===== src/rtl/cdc_clear_seq_ctrl.sv =====
// Clear-sequence controller for one side of a CDC clear handshake.
// Walks IDLE -> ISOLATE -> CLEAR -> POST_CLEAR -> IDLE, drives the local
// isolate/clear controls, and publishes every phase entry over a
// valid/ready handshake to the phase-transport stage. A phase is never left
// before its publication has been accepted downstream.

package cdc_clear_sync_pkg;
   typedef enum logic [1:0] {
      IDLE       = 2'd0,
      ISOLATE    = 2'd1,
      CLEAR      = 2'd2,
      POST_CLEAR = 2'd3
   } clear_seq_phase_e;
endpackage

module cdc_clear_seq_ctrl #(
   parameter int CLEAR_CYCLES      = 3,
   parameter int POST_CLEAR_CYCLES = 2
) (
   input  logic                                 clk_i,
   input  logic                                 rst_i,
   input  logic                                 clear_req_i,
   output logic                                 isolate_o,
   input  logic                                 isolate_ack_i,
   output logic                                 clear_o,
   output cdc_clear_sync_pkg::clear_seq_phase_e phase_o,
   output logic                                 phase_valid_o,
   input  logic                                 phase_ready_i,
   output logic                                 busy_o,
   output logic                                 clear_done_o
);

   import cdc_clear_sync_pkg::*;

   // Counter is shared by CLEAR and POST_CLEAR, so it is sized for the longer one.
   localparam int MAX_CYCLES = (CLEAR_CYCLES > POST_CLEAR_CYCLES) ? CLEAR_CYCLES
                                                                  : POST_CLEAR_CYCLES;
   localparam int CNT_W      = $clog2(MAX_CYCLES + 1);

   localparam logic [CNT_W-1:0] CLEAR_LAST = CNT_W'(CLEAR_CYCLES - 1);
   localparam logic [CNT_W-1:0] POST_LAST  = CNT_W'(POST_CLEAR_CYCLES - 1);
   localparam logic [CNT_W-1:0] CNT_ONE    = CNT_W'(1);

   clear_seq_phase_e state_reg, state_next;
   logic [CNT_W-1:0] cnt_reg, cnt_next;
   logic             pending_reg, pending_next;
   logic             valid_reg, valid_next;
   logic             isolate_reg, isolate_next;
   logic             clear_reg, clear_next;
   logic             done_reg, done_next;
   logic             busy_reg, busy_next;

   // Current phase publication is complete: nothing outstanding, or it is
   // being accepted on this very edge.
   logic hs_done;
   logic state_change;
   logic go_isolate;

   assign hs_done      = !valid_reg || phase_ready_i;
   assign state_change = (state_next != state_reg);
   assign go_isolate   = (state_reg == IDLE) && (state_next == ISOLATE);

   // State and registered outputs; reset drops any in-flight sequence silently.
   always_ff @(posedge clk_i) begin
      if (rst_i) begin
         state_reg   <= IDLE;
         cnt_reg     <= '0;
         pending_reg <= 1'b0;
         valid_reg   <= 1'b0;
         isolate_reg <= 1'b0;
         clear_reg   <= 1'b0;
         done_reg    <= 1'b0;
         busy_reg    <= 1'b0;
      end else begin
         state_reg   <= state_next;
         cnt_reg     <= cnt_next;
         pending_reg <= pending_next;
         valid_reg   <= valid_next;
         isolate_reg <= isolate_next;
         clear_reg   <= clear_next;
         done_reg    <= done_next;
         busy_reg    <= busy_next;
      end
   end

   // Next-state logic: every advance also waits for the current phase's publication.
   always_comb begin
      state_next = state_reg;
      case (state_reg)
         IDLE: begin
            if ((clear_req_i || pending_reg) && hs_done)
               state_next = ISOLATE;
         end
         ISOLATE: begin
            if (isolate_ack_i && hs_done)
               state_next = CLEAR;
         end
         CLEAR: begin
            if ((cnt_reg == CLEAR_LAST) && hs_done)
               state_next = POST_CLEAR;
         end
         POST_CLEAR: begin
            if ((cnt_reg == POST_LAST) && hs_done)
               state_next = IDLE;
         end
         default: state_next = IDLE;
      endcase
   end

   // Output/datapath next values derived from the upcoming state.
   always_comb begin
      cnt_next     = cnt_reg;
      pending_next = pending_reg;
      valid_next   = valid_reg;

      // Dwell counter restarts on every state entry and saturates at the
      // terminal value so a handshake stall cannot wrap it.
      if (state_change) begin
         cnt_next = '0;
      end else if (state_reg == CLEAR) begin
         if (cnt_reg != CLEAR_LAST)
            cnt_next = cnt_reg + CNT_ONE;
      end else if (state_reg == POST_CLEAR) begin
         if (cnt_reg != POST_LAST)
            cnt_next = cnt_reg + CNT_ONE;
      end else begin
         cnt_next = '0;
      end

      // A new state always republishes; otherwise acceptance retires valid.
      if (state_change)
         valid_next = 1'b1;
      else if (valid_reg && phase_ready_i)
         valid_next = 1'b0;

      // Requests arriving while busy collapse into a single pending flag;
      // the IDLE->ISOLATE transition consumes both the flag and a live request.
      if (go_isolate)
         pending_next = 1'b0;
      else if (clear_req_i && busy_reg)
         pending_next = 1'b1;

      isolate_next = (state_next != IDLE);
      clear_next   = (state_next == CLEAR);
      done_next    = (state_reg == POST_CLEAR) && (state_next == IDLE);
      busy_next    = (state_next != IDLE) || valid_next;
   end

   assign phase_o       = state_reg;
   assign phase_valid_o = valid_reg;
   assign isolate_o     = isolate_reg;
   assign clear_o       = clear_reg;
   assign clear_done_o  = done_reg;
   assign busy_o        = busy_reg;

endmodule


===== config.mk =====
export PLATFORM = sky130hd
export DESIGN_NAME = cdc_clear_seq_ctrl
export DESIGN_NICKNAME = d
export VERILOG_FILES = /design/src/rtl/cdc_clear_seq_ctrl.sv
export SDC_FILE = /design/constraint.sdc
export NUM_CORES = 1
export LEC_CHECK = 0
export ABC_AREA = 1
export CAP_MARGIN = 25
export CORE_MARGIN = 10
export CORE_UTILIZATION = 30
export CTS_CLUSTER_SIZE = 28
export DETAILED_ROUTE_END_ITERATION = 10
export SLEW_MARGIN = 25
export SYNTH_ARGS = -nofsm -noshare
export SYNTH_HDL_FRONTEND = slang
export SYNTH_SLANG_ARGS = --single-unit

===== constraint.sdc =====
create_clock -name clk_i -period 2.6 [get_ports clk_i]
set_clock_uncertainty 0.2 [all_clocks]
set_input_delay 0.52 -clock clk_i [delete_from_list [all_inputs] [get_ports clk_i]]
set_output_delay 0.52 -clock clk_i [all_outputs]
set_load 0.02 [all_outputs]

Word level (Yosys, flattened, before mapping):

Cells that the tools add are included.

* flip-flop bits (word level): 10
* latch bits: 0
* RAM bits: 0
* memory bits (read-only): 0
* input bits: 5
* word-level logic and storage cells: 50
* memories: 0

* add/sub/neg operators: 1
* multipliers: 0
* divide/modulo/power cells: 0
* magnitude comparators: 0
* equality and inequality tests: 12
* shifts and indexed selects: 0
* mux-type cells: 11
* bitwise gates (word level): 0
* reductions and logical operators: 18

Operators by type and width (number)
* two-way mux 2 bit: 8
* == test 2 bit (second input constant): 4
* logical AND 1 bit: 8
* case mux 2 bit (4 select lines): 1
* == test 2 x 1 -> 1 bit (second input constant): 3
* logical NOT 2 bit: 2
* inequality test 2 x 1 -> 1 bit (second input constant): 2
* OR reduction 2 bit: 2
* logical OR 1 bit: 3
* inequality test 3 x 2 -> 1 bit (second input constant): 1
* adder 2 x 1 -> 2 bit (second input constant): 1
* two-way mux 1 bit: 2
* inequality test 2 bit: 1
* inequality test 2 bit (second input constant): 1
* AND reduction 2 bit: 1
* nonzero test 2 bit: 1
* logical NOT 1 bit: 1

Depth between registers and ports, before layout:

* depth in word-level cells: 8
* depth in mapped cells: 11
* mapped depth without buffers: 11

Worst setup path after synthesis:

OpenSTA, ideal clock, no wires.

* kind: input port to flip-flop
* start point: input phase_ready_i
* end point: register busy_reg (netlist: busy_o)
* library setup time: 109 ps
* data arrival time: 1122 ps
* path slack: 1169 ps
* stages on the path: 9
* path buffers: 0
* cells stage by stage: inv_1 > nand2_2 > nand2_1 > nand2_1 > nand3_2 > nand2_2 > nand4_1 > nand2_1 > inv_1

* cells in the longest elaborated chain, start to end: 7

Ends and longest elaborated chain
* from (decl): line 28 `input logic phase_ready_i,`
* logical OR 1 bit: line 59 `assign hs_done = !valid_reg || phase_ready_i;`
* logical AND 1 bit (on tied branches)
* two-way mux 2 bit (on tied branches)
* case mux 2 bit (4 select lines): line 89 `case (state_reg)`
* inequality test 2 bit: line 60 `assign state_change = (state_next != state_reg);`
* two-way mux 1 bit: line 131 `if (state_change)`
* logical OR 1 bit (*): line 146 `busy_next = (state_next != IDLE) || valid_next;`
* to (signal assigned): line 82 `busy_reg <= busy_next;`
* to (decl): line 51 `logic busy_reg, busy_next;`

Mark *: on every way between the ends. The rest lies on a longest branch, timed or not.
A chain may end at the register's enable or synchronous reset.

Worst setup path after layout:

* start point: register state_reg[1] (netlist: phase_o[1])
* end point: output phase_o[1]

RTL lines
* from (decl): line 44 `clear_seq_phase_e state_reg, state_next;`
* from (signal assigned): line 75 `state_reg <= state_next;`
* to (decl): line 26 `output cdc_clear_sync_pkg::clear_seq_phase_e phase_o,`

No word-level cell between the ends.

==> run_summary.xml <==
<?xml version="1.0" encoding="UTF-8"?>
<metrics>
  <group name="status">
    <metric name="status" unit="">finished clean</metric>
  </group>
  <group name="detailed_routing">
    <metric name="avgViaCountPerCell" unit="">4.53</metric>
    <metric name="postRouteWirelength" unit="um">1040</metric>
    <metric name="vias" unit="">462</metric>
    <metric name="detail_route.drc_violations" unit="">0</metric>
    <metric name="drtAntennaViolNets" unit="">0</metric>
    <metric name="dr.pass1.iters" unit="">4</metric>
    <metric name="avgRoutedWirePerCell" unit="um">10.2</metric>
    <metric name="drtIter0Drc" unit="">8</metric>
  </group>
  <group name="yosys">
    <metric name="mappedNetlistArea" unit="sq um">514</metric>
    <metric name="synth_simple_gate_area_share" unit="%">33.8</metric>
    <metric name="synth_xor_area_share" unit="%">0</metric>
    <metric name="area_share_of_fa_ha_maj_cells_after_synthesis" unit="%">4.87</metric>
    <metric name="synth_top_family_by_area" unit="">simple AND/OR/NAND/NOR gates</metric>
    <metric name="post_synth.cell_area_avg" unit="sq um">7.14</metric>
    <metric name="number_of_cells_produced_by_synthesis" unit="">72</metric>
    <metric name="yosys-mux-area-fraction" unit="%">0</metric>
    <metric name="cell_variety_after_synth" unit="">16</metric>
    <metric name="area_fraction_in_compound_gates_after_synthesis" unit="%">8.52</metric>
    <metric name="syn_nets" unit="">79</metric>
    <metric name="seq_area_frac_synth" unit="%">38.9</metric>
    <metric name="postSynthRegisterBits" unit="">10</metric>
    <metric name="ys_warn_count" unit="">0</metric>
  </group>
  <group name="worst_setup_path">
    <metric name="critPathTopFamily" unit="">buffers and inverters</metric>
    <metric name="ff2ff_setup_slack" unit="ns">1.13</metric>
    <metric name="critical_path.n_buffers_inverters" unit="">1</metric>
    <metric name="critical_path_required" unit="ns">1.88</metric>
    <metric name="max_stage_delay" unit="ns">0.67</metric>
    <metric name="critPathCaptureType" unit="">output port</metric>
    <metric name="crit_path_max_fanout" unit="">9</metric>
    <metric name="crit_path_category" unit="">reg -&gt; out</metric>
    <metric name="crit_path_arrival_time" unit="ns">1.44</metric>
    <metric name="path_cells" unit="">clkdlybuf4s50_1</metric>
    <metric name="worst_setup_path_start_kind" unit="">flop</metric>
    <metric name="crit_path_top_delay_cell" unit="">clkdlybuf4s50_1</metric>
  </group>
  <group name="global_routing">
    <metric name="grt_use_total" unit="%">6.58</metric>
    <metric name="grt_first_pass_wirelength" unit="um">1790</metric>
    <metric name="grt_antenna_before_repair" unit="">0</metric>
    <metric name="grt_remaining_overflow" unit="">0</metric>
    <metric name="grt_pass1_vias" unit="">411</metric>
    <metric name="grt_max_degree" unit="">10</metric>
  </group>
  <group name="power_and_ir_drop">
    <metric name="vdd.ir_drop.worst" unit="mV">0.412</metric>
    <metric name="leakagePower" unit="nW">0.320</metric>
    <metric name="power_density" unit="nW/um^2">771</metric>
  </group>
  <group name="timing">
    <metric name="finalMaxSlewViolations" unit="">0</metric>
    <metric name="rsz0062_at_grt" unit="">false</metric>
    <metric name="final.min_clock_period" unit="ns">2.16</metric>
    <metric name="maxClockFrequency" unit="GHz">0.462</metric>
    <metric name="timing.final.crit_share" unit="%">83.2</metric>
    <metric name="setup-tns-final" unit="ns">0</metric>
    <metric name="whs" unit="ns">0.363</metric>
    <metric name="hold_violations" unit="">0</metric>
    <metric name="timing.slew.headroom" unit="%">78.8</metric>
    <metric name="setup_violations" unit="">0</metric>
    <metric name="worst_slew_pin_slew" unit="ns">0.317</metric>
  </group>
  <group name="finish">
    <metric name="finish.net_count" unit="">94</metric>
    <metric name="antenna_cells" unit="">0</metric>
    <metric name="area.growth.synth_to_final" unit="%">30.2</metric>
    <metric name="finish.utilization" unit="%">42.9</metric>
    <metric name="layout-drive-gt1-share" unit="%">19.8</metric>
    <metric name="finalInstanceArea" unit="sq um">669</metric>
  </group>
  <group name="clock_network">
    <metric name="tritoncts.num_buffers" unit="">3</metric>
    <metric name="post-cts-setup-buffers" unit="">0</metric>
    <metric name="post_cts_gate_resize_count" unit="">0</metric>
    <metric name="cts.root.buffer_cell" unit="">clkbuf_4</metric>
    <metric name="cts_tree" unit="">yes</metric>
    <metric name="clk_path_buf_depth" unit="">2</metric>
    <metric name="clock_tree.htree_level_count" unit="">1</metric>
    <metric name="clkTransAtPathRegs" unit="ns">0.06</metric>
    <metric name="insertion_delay" unit="ns">0.27</metric>
    <metric name="hold_buffers" unit="">0</metric>
    <metric name="cts_num_sinks" unit="">10</metric>
  </group>
  <group name="placed_design">
    <metric name="dp_hpwl" unit="um">822</metric>
    <metric name="globalplace.congestion" unit="">0.765</metric>
    <metric name="port_buffers" unit="">11</metric>
    <metric name="detailed_place.area" unit="sq um">633</metric>
  </group>
  <group name="floorplanning">
    <metric name="die_area" unit="sq um">3770</metric>
    <metric name="die_h" unit="um">61.4</metric>
    <metric name="ios" unit="">12</metric>
    <metric name="start_util" unit="%">33.0</metric>
    <metric name="core-area" unit="sq um">1560</metric>
    <metric name="core.rowCount" unit="">14</metric>
    <metric name="die_w" unit="um">61.4</metric>
  </group>
  <group name="hold_path">
    <metric name="worst_hold_path_type" unit="">reg -&gt; reg</metric>
  </group>
  <group name="flow_run">
    <metric name="max_cap_check_violation_count" unit="">0</metric>
  </group>
</metrics>
==> final timing paths <==
check                                  from          end  cells past startpoint
worst max register to register   cnt_reg[0]       busy_o                     10
worst min-delay path            pending_reg  pending_reg                      4
worst min register to register  pending_reg  pending_reg                      4
worst max-delay path             phase_o[1]   phase_o[1]                      1
==> report_power, final <==
group          internal [W]  total [W]  switching, W
combinational     0.0000750   0.000179      0.000104
clock             0.0000851   0.000139     0.0000538
sequential         0.000177   0.000198     0.0000212
total              0.000337   0.000516      0.000179
==> layer usage <==
metal	vias up	GRT usage [%]	part of all wire, %
met5	-	0	0
met4	0	3.82	2.2
met3	5	4.53	7.3
met2	12	9.17	40
met1	199	7.23	50
li1	246	-	-
==> cells in the final DEF, fill, tap and decap left out, drive strengths merged <==
cell / count
ha: 2
dfxtp: 10
nand4: 1
nand3: 6
o21ai: 5
clkdlybuf4s50: 11
nand2: 18
nor2: 10
inv: 15
clkbuf: 4
a21oi: 3
clkinv: 1
==> kinds of logic (layout without fill, tap and decap cells) <==
logic type                 count (synthesis)  in the layout
adders and majority gates                  2              2
AOI/OAI and AO/OA                          8              8
DFF                                       10             10
and+or+nand+nor                           35             35
buffers and inverters                     17             31
==> cell type report <==
type / instances / area, sq um
multi-input combinational: 45 / 243
timing repair buffer: 11 / 110
fill: 153 / 890
sequential: 10 / 200
tap: 16 / 20.0
clock buffer: 4 / 36.3
inverter: 16 / 60.1
==> metrics by stage <==
step / cells / worst slack, ns / power [W]
2_1_floorplan: 72 / 1.17 / 0.000321
3_3_place_gp: 98 / 0.598 / 0.000382
3_5_place_dp: 98 / 0.605 / 0.000382
4_1_cts: 102 / 0.412 / 0.000524
5_1_grt: 102 / 0.356 / 0.000554
6_report: 102 / 0.436 / 0.000516
==> cells in the mapped netlist <==
| cell | n | area [sq um] |
|---|---|---|
| inv_2 | 2 | 7.51 |
| nand3_2 | 3 | 30.0 |
| buf_6 | 1 | 11.3 |
| nor2_2 | 3 | 18.8 |
| ha_1 | 2 | 25.0 |
| nand3_1 | 3 | 15.0 |
| a21oi_2 | 1 | 8.76 |
| nand4_1 | 1 | 6.26 |
| o21ai_0 | 5 | 25.0 |
| dfxtp_1 | 10 | 200 |
| inv_1 | 13 | 48.8 |
| clkinv_1 | 1 | 3.75 |
| nand2_2 | 4 | 25.0 |
| nor2_1 | 7 | 26.3 |
| nand2_1 | 14 | 52.6 |
| a21oi_1 | 2 | 10.0 |
Power figures use the tool's default switching activity.
